`src/rtl/wcu_pkg.sv`:
```
// Shared worker package: FSM state encoding and Moore output decode for the
// worker control unit, importable by the top level and by benches.
package wcu_pkg;

  typedef logic [2:0] wcu_state_t;

  localparam wcu_state_t WCU_IDLE       = 3'd0;
  localparam wcu_state_t WCU_CONV_START = 3'd1;
  localparam wcu_state_t WCU_CONV_WAIT  = 3'd2;
  localparam wcu_state_t WCU_CALC_START = 3'd3;
  localparam wcu_state_t WCU_CALC_WAIT  = 3'd4;
  localparam wcu_state_t WCU_MC_WAIT    = 3'd5;
  localparam wcu_state_t WCU_DONE       = 3'd6;

  typedef struct packed {
    logic jw_ready;
    logic convert_start;
    logic calc_start;
    logic jw_done;
  } wcu_out_t;

  // Unused encodings decode to all-zero outputs.
  function automatic wcu_out_t wcu_decode(input wcu_state_t st);
    wcu_out_t o;
    o = '0;
    case (st)
      WCU_IDLE:       o.jw_ready      = 1'b1;
      WCU_CONV_START: o.convert_start = 1'b1;
      WCU_CALC_START: o.calc_start    = 1'b1;
      WCU_DONE:       o.jw_done       = 1'b1;
      default:        o = '0;
    endcase
    return o;
  endfunction

endpackage

```
`src/rtl/wcu.sv`:
```
// Worker control unit: sequences converter, calculator and memory-controller
// handoff for one job at a time as a Moore FSM.
module wcu
  import wcu_pkg::*;
(
  input  logic clk,
  input  logic n_rst,
  input  logic JW_start,
  input  logic MC_busy,
  input  logic convert_done,
  input  logic calc_done,
  output logic JW_ready,
  output logic convert_start,
  output logic calc_start,
  output logic JW_done
);

  wcu_state_t state_q;
  wcu_state_t state_d;
  wcu_out_t   out_d;

  always_ff @(posedge clk or negedge n_rst) begin
    if (!n_rst) begin
      state_q <= WCU_IDLE;
    end else begin
      state_q <= state_d;
    end
  end

  // Done levels and MC_busy are only looked at in their own wait states.
  always_comb begin
    state_d = state_q;
    case (state_q)
      WCU_IDLE:       if (JW_start)      state_d = WCU_CONV_START;
      WCU_CONV_START:                    state_d = WCU_CONV_WAIT;
      WCU_CONV_WAIT:  if (convert_done)  state_d = WCU_CALC_START;
      WCU_CALC_START:                    state_d = WCU_CALC_WAIT;
      WCU_CALC_WAIT:  if (calc_done)     state_d = WCU_MC_WAIT;
      WCU_MC_WAIT:    if (!MC_busy)      state_d = WCU_DONE;
      WCU_DONE:                          state_d = WCU_IDLE;
      default:                           state_d = WCU_IDLE;
    endcase
  end

  always_comb begin
    out_d         = wcu_decode(state_q);
    JW_ready      = out_d.jw_ready;
    convert_start = out_d.convert_start;
    calc_start    = out_d.calc_start;
    JW_done       = out_d.jw_done;
  end

endmodule

```
`config.mk`:
```
export PLATFORM = sky130hd
export DESIGN_NAME = wcu
export DESIGN_NICKNAME = d
export VERILOG_FILES = /design/src/rtl/wcu_pkg.sv /design/src/rtl/wcu.sv
export SDC_FILE = /design/constraint.sdc
export NUM_CORES = 1
export LEC_CHECK = 0
export ABC_AREA = 1
export CAP_MARGIN = 20
export CORE_AREA = 4 4 41 43
export DETAILED_ROUTE_END_ITERATION = 16
export DIE_AREA = 0 0 45 47
export DONT_BUFFER_PORTS = 1
export SLEW_MARGIN = 15
export SYNTH_ARGS = -nofsm -noshare
export SYNTH_HDL_FRONTEND = slang
export SYNTH_SLANG_ARGS = --single-unit
```
`constraint.sdc`:
```
create_clock -name clk -period 1.7 [get_ports clk]
set_clock_uncertainty 0.15 [all_clocks]
set_input_delay 0.255 -clock clk [delete_from_list [all_inputs] [get_ports clk]]
set_output_delay 0.255 -clock clk [all_outputs]
set_load 0.02 [all_outputs]
```
Yosys cells after proc, flatten, opt, wreduce, memory -nomap -nowiden:

Cells that the tools add are included.

* register bits after elaboration: 3
* input port bits: 6
* output and inout bits: 4
* logic and storage cells: 22

* equal/unequal tests: 10
* muxes and demuxes: 9
* reductions and logical operators: 2

Operator list (number)
* $pmux 3 s6: 1
* $mux 3: 4
* $eq 3x3->1 const B: 3
* $ne 2x2->1 const B: 4
* $eq 3x2->1 const B: 2
* $mux 1: 4
* $reduce_and 4->1: 1
* $eq 3x1->1 const B: 1
* $logic_not 3->1: 1

Longest topological paths before layout:

Gate-level depths: netlist of the first run.

* depth after elaboration: 3
* gate-level depth with buffers: 7
* mapped depth without buffers: 7

Least setup slack after synthesis of the first run:

No wires, ideal clock.

* path kind: reg-to-output
* from: register state_q[0]
* to: output port JW_done
* data arrival time: 0.992 ns
* required time: 1.295 ns
* slack: 0.303 ns
* cell stages (with the launch flop): 3
* path buffers: 1
* cell sequence: dfrtp_1 -> buf_6 -> nor3_1

* cells in the longest elaborated chain, start to end: 2

RTL lines
* start, declared: line wcu.sv:18 `wcu_state_t state_q;`
* start signal, assigned: line wcu.sv:26 `state_q <= state_d;`
* $eq 3x3->1: line wcu_pkg.sv:26 `case (st)`
* $mux 1: line wcu_pkg.sv:26
* end, declared: line wcu.sv:15 `output logic JW_done`

No other way between the ends.

Worst setup path after layout of the first run:

* from: register state_q[0]
* to: output port JW_ready

* cells in the longest elaborated chain, start to end: 2

RTL lines
* $logic_not 3->1: line wcu_pkg.sv:26
* $mux 1: line wcu_pkg.sv:26
* end, declared: line wcu.sv:12 `output logic JW_ready,`

No other way between the ends.

==> impl_metrics.tcl, run 1 <==
set metrics [dict create \
    status "completed" \
    numCtsBuffers 3 \
    grt_max_degree 10 \
    drtIter0Drc 8 \
    netlist-cell-type-count 14 \
    cts_tree "built" \
    synth_area_um2 226 \
    clk_pin_slew_ps 30 \
    r2r_cells 4 \
    cp-end-kind "primary output" \
    hold_path.class "input port to register" \
    reg2reg_setup_slack_ps 450 \
    slowest_stage "dfrtp_1" \
    dr.pass1.iters 4 \
    largestRegisters "state_q: 3 flops" \
    peakVddDrop_uv 727 \
    dieWidth_um 45 \
    top_register "state_q" \
    grt_pass1_wl_um 890 \
    ios 10 \
    hold_viol 0 \
    synthesis.nets 41 \
    core-area_um2 1300 \
    relSlewSlack_pct 78.8 \
    stdcell_count 55 \
    path_cells "nor2_2 -> inv_1 -> nor2_2" \
    grt_use_total_pct 6.41 \
    synth_area_leaders "dfrtp_1, nand2_1, nand3_1" \
    synth_common_cells "nand2_1, inv_1, nand3_1, dfrtp_1, nor2_1" \
    ys_ff_latch 3 \
    r2r_start "state_q[2]$_DFFE_PN0P_" \
    route.detailed.drc 0 \
    numPortBuffers 0 \
    syn_inst 35 \
    viasPerCell 4.40 \
    async_flop_share_pct 100 \
    rsz0062_at_grt "no" \
    slew_violations 0 \
    synth_edf_count 0 \
    finalCritPeriodShare_pct 93.6 \
    drt_wl_total_um 559 \
    fin_setup_tns_ps 0 \
    htree_levels 1 \
    dieArea_um2 2120 \
    cts_sinks 3 \
    drive_gt1_share_pct 27.5 \
    whs_path_depth 2 \
    gp_congestion 0.704 \
    drtAntennaViolNets 0 \
    setup_viol 0 \
    ys.flop_type "dfrtp_1" \
    yosysSeqAreaShare_pct 33.1 \
    power.leakage_nw 0.147 \
    antenna_found_initial 0 \
    root_buffer "clkbuf_4" \
    rows 13 \
    hold_end "state_q[0]$_DFFE_PN0P_" \
    clock_latency_ps 230 \
    post_cts_buffers 0 \
    slowest_delay_ps 480 \
    dp_cells 50 \
    worst_pin_slew_ps 317 \
    cap_violations 0 \
    post_drt_wl_per_cell_um 10.2 \
    avgSynthCellArea_um2 6.47 \
    initial_core_util_pct 17.4 \
    crit_type "register to primary output" \
    synth_top_area_share_pct 33.1 \
    grt_overflow_total 0 \
    nNetsFinal 47 \
    crit_top_cell "nor2_2" \
    synth_most_common_cell "nand2_1" \
    cp_max_fo 9 \
    start_kind "register" \
    final.min_clock_period_ps 1590 \
    rr_endpoint "state_q[2]$_DFFE_PN0P_" \
    arrival_ps 1190 \
    grt_pass1_vias 233 \
    area_growth_pct 26.0 \
    max_freq_mhz 628 \
    synth_largest_area_cell "dfrtp_1" \
    num_vias 242 \
    cts_buffer_depth 2 \
    dp_hpwl_um 427 \
    largest_reg_flops 3 \
    p_per_area_nw_per_um2 2030 \
    cp.required_ps 1290 \
    min-delay-start "MC_busy" \
    yosys_warnings 0 \
    fp.dieH_um 47 \
    antenna_cells 0 \
]
## where the power goes
group	total, mW	internal [mW]	switching, mW	leakage (nW)
Sequential	0.172	0.105	0.0666	0.0376
Combinational	0.286	0.0917	0.194	0.0948
Clock	0.120	0.0876	0.0324	0.0150
## cell type report
class	instances	area, um2
fillers	163	1020
multi-input cells	24	121
flip-flops and latches	3	75.1
clock buffers	4	26.3
inverters	7	26.3
well taps	15	18.8
repair buffers	2	17.5
## metal layers
metal / routed length, um / track usage [%]
met1: 254 / 6.62
met2: 258 / 8.47
met3: 46 / 4.98
met4: 0 / 5.26
met5: 0 / 0
## kinds of logic after synthesis
| family | synth area share, % |
|---|---|
| AO/OA/AOI/OAI | 6.63 |
| AND/OR/NAND/NOR | 43.6 |
| flip-flops | 33.1 |
| buffers and inverters | 16.6 |
## metrics by stage
step                      area (um2)  hold WS [ps]  setup slack, ps  power [mW]  util (%)
after floorplan                  226          -191              303       0.409         -
after global placement           241          -190              284       0.436      18.6
after detailed placement         241          -190              283       0.434      18.6
after CTS                        278          32.6             25.0       0.568      21.3
after global routing             285          24.6             39.8       0.643      21.9
final                            285          34.4              109       0.578      21.9
## worst max path at each step
stage	endpoint	startpoint
floorplan	JW_done	state_q[0]$_DFFE_PN0P_
global placement	JW_ready	state_q[0]$_DFFE_PN0P_
detailed placement	JW_ready	state_q[0]$_DFFE_PN0P_
CTS	JW_ready	state_q[0]$_DFFE_PN0P_
global route	JW_ready	state_q[0]$_DFFE_PN0P_
finish	JW_ready	state_q[0]$_DFFE_PN0P_
## placed cells by master, fill, tap and decap left out
cell | netlist | routed
clkbuf_1 | 0 | 1
dlygate4sd3_1 | 0 | 1
nor3_1 | 1 | 1
inv_2 | 2 | 2
o21ai_0 | 1 | 1
nand2_1 | 8 | 8
nand3_1 | 4 | 4
buf_4 | 0 | 1
nor2_2 | 2 | 5
nand4_1 | 1 | 1
dfrtp_1 | 3 | 3
a21oi_1 | 2 | 2
nand3b_1 | 1 | 1
inv_1 | 5 | 5
clkbuf_4 | 0 | 3
or2_1 | 1 | 1
## worst max-delay path: cells and delay by family (launching register included)
| kind | cells | cell delay (ps) |
|---|---|---|
| buf+inv | 1 | 80 |
| flops | 1 | 480 |
| simple gates | 2 | 390 |
## repair_timing
| item | 4_1_cts | 5_1_grt |
|---|---|---|
| endpoints found under the setup margin | 0 | 3 |
| gates resized for setup | 0 | 3 |
| hold buffers | 1 | 0 |
| hold endpoints to repair | 3 | 0 |
No activity file was read; power rests on OpenSTA's default activity.
==> run 2: changes to the inputs <==
--- a/config.mk
+++ b/config.mk
@@ -11,6 +11,7 @@
 export DETAILED_ROUTE_END_ITERATION = 16
 export DIE_AREA = 0 0 45 47
 export DONT_BUFFER_PORTS = 1
+export PLACE_DENSITY = 0.41
 export SLEW_MARGIN = 15
 export SYNTH_ARGS = -nofsm -noshare
 export SYNTH_HDL_FRONTEND = slang
==> impl_metrics.tcl, run 2 (same netlist as run 1, synthesis figures left out) <==
set metrics [dict create \
    status "completed" \
    hold_path.class "input port to register" \
    cts_tree "built" \
    max_freq_mhz 637 \
    dieArea_um2 2120 \
    rr_endpoint "state_q[2]$_DFFE_PN0P_" \
    arrival_ps 1160 \
    final_common_cell "nand2_1" \
    dp_hpwl_um 404 \
    grt_max_degree 10 \
    top_register "state_q" \
    start_kind "register" \
    gp_congestion 0.741 \
    reg2reg_setup_slack_ps 450 \
    post_drt_wl_per_cell_um 9.80 \
    final_cell_mix "nand2_1, nor2_2, inv_1" \
    fin_setup_tns_ps 0 \
    post-route-util_pct 21.9 \
    largestRegisters "state_q: 3 flops" \
    largest_reg_flops 3 \
    rows 13 \
    htree_levels 1 \
    dieWidth_um 45 \
    route.detailed.drc 0 \
    r2r_cells 4 \
    relSlewSlack_pct 80.1 \
    fill_cells 173 \
    finalCritPeriodShare_pct 92.3 \
    p_per_area_nw_per_um2 2030 \
    cap_violations 0 \
    multi_input_area_um2 121 \
    dp_cells 50 \
    numCtsBuffers 3 \
    fp.dieH_um 47 \
    clk_pin_slew_ps 30 \
    antenna_found_initial 0 \
    drtAntennaViolNets 0 \
    grt_pass1_vias 230 \
    clock_latency_ps 230 \
    dpl_worst_slack_ps 297 \
    stdcell_count 55 \
    setup_viol 0 \
    drt_wl_total_um 539 \
    crit_path_start "state_q[0]$_DFFE_PN0P_" \
    power.leakage_nw 0.147 \
    peakVddDrop_uv 600 \
    cts_buffer_depth 2 \
    rsz0062_at_grt "no" \
    final.setup.worst_slack_ps 131 \
    area_growth_pct 26.0 \
    final.min_clock_period_ps 1570 \
    slew_violations 0 \
    cts_sinks 3 \
    dr.pass1.iters 2 \
    crit_end "JW_ready" \
    r2r_start "state_q[2]$_DFFE_PN0P_" \
    viasPerCell 4.20 \
    drive_gt1_share_pct 27.5 \
    initial_core_util_pct 17.4 \
    worst_pin_slew_ps 299 \
    nNetsFinal 47 \
    antenna_cells 0 \
    numPortBuffers 0 \
    grt_pass1_wl_um 945 \
    cp.required_ps 1290 \
    grt_overflow_total 0 \
    hold_viol 0 \
    num_vias 231 \
    cp-end-kind "primary output" \
    drtIter0Drc 6 \
    seqCellArea_um2 75.1 \
    ios 10 \
    grt_use_total_pct 6.57 \
    crit_type "register to primary output" \
    power_uw 580 \
    cp_max_fo 9 \
    core-area_um2 1300 \
    root_buffer "clkbuf_4" \
]
run 2: cell counts in the layout (fill, tap and decap cells not counted):
No cell type changed its count.
run 2: through the flow:
step / instance area [um2] / hold slack (ps)
finish: 285 / 55.3
global route: 285 / 59.6
CTS: 278 / 58.1
detailed placement: 241 / -190
global placement: 241 / -190
floorplan: 226 / -191
run 2: repair_timing:
item                                    in CTS  in global routing
endpoints found under the setup margin       0                  2
hold buffers                                 1                  0
hold endpoints to repair                     3                  0
buffers inserted                             0                  0
resized for setup                            0                  3
run 2: final cells by class:
cell class	instances	area share, %
Clock buffer	4	9.21
Inverter	7	9.21
Multi-Input combinational cell	24	42.5
Sequential cell	3	26.3
Tap cell	15	6.58
Timing Repair Buffer	2	6.14
run 2: worst max-delay path, stage by stage, from the launching register on:
cell and delay, ps:
dfrtp_1 470, nor2_2 170, inv_1 80, nor2_2 210
run 2: worst min-delay path by stage:
stage                        endpoint  cells past startpoint  slack, ps  startpoint
2_1_floorplan  state_q[0]$_DFFE_PN0P_                      0       -190       n_rst
3_3_place_gp   state_q[1]$_DFFE_PN0P_                      0       -190       n_rst
3_5_place_dp   state_q[1]$_DFFE_PN0P_                      0       -190       n_rst
4_1_cts        state_q[0]$_DFFE_PN0P_                      2         60     MC_busy
5_1_grt        state_q[0]$_DFFE_PN0P_                      2         60     MC_busy
6_report       state_q[0]$_DFFE_PN0P_                      2         60     MC_busy
run 2: routing by layer:
layer / track usage (%) / wire length, um / vias up
met4: 7.02 / 0 / 0
met3: 2.30 / 21 / 0
met5: 0 / 0 / -
li1: - / - / 121
met1: 7.55 / 253 / 105
met2: 9.04 / 264 / 5
run 2: where the power goes:
| group | switching [mW] | leakage [nW] | internal (mW) |
|---|---|---|---|
| combinational | 0.195 | 0.0948 | 0.0918 |
| clock | 0.0344 | 0.0150 | 0.0878 |
| sequential | 0.0660 | 0.0376 | 0.105 |
| total | 0.295 | 0.147 | 0.285 |
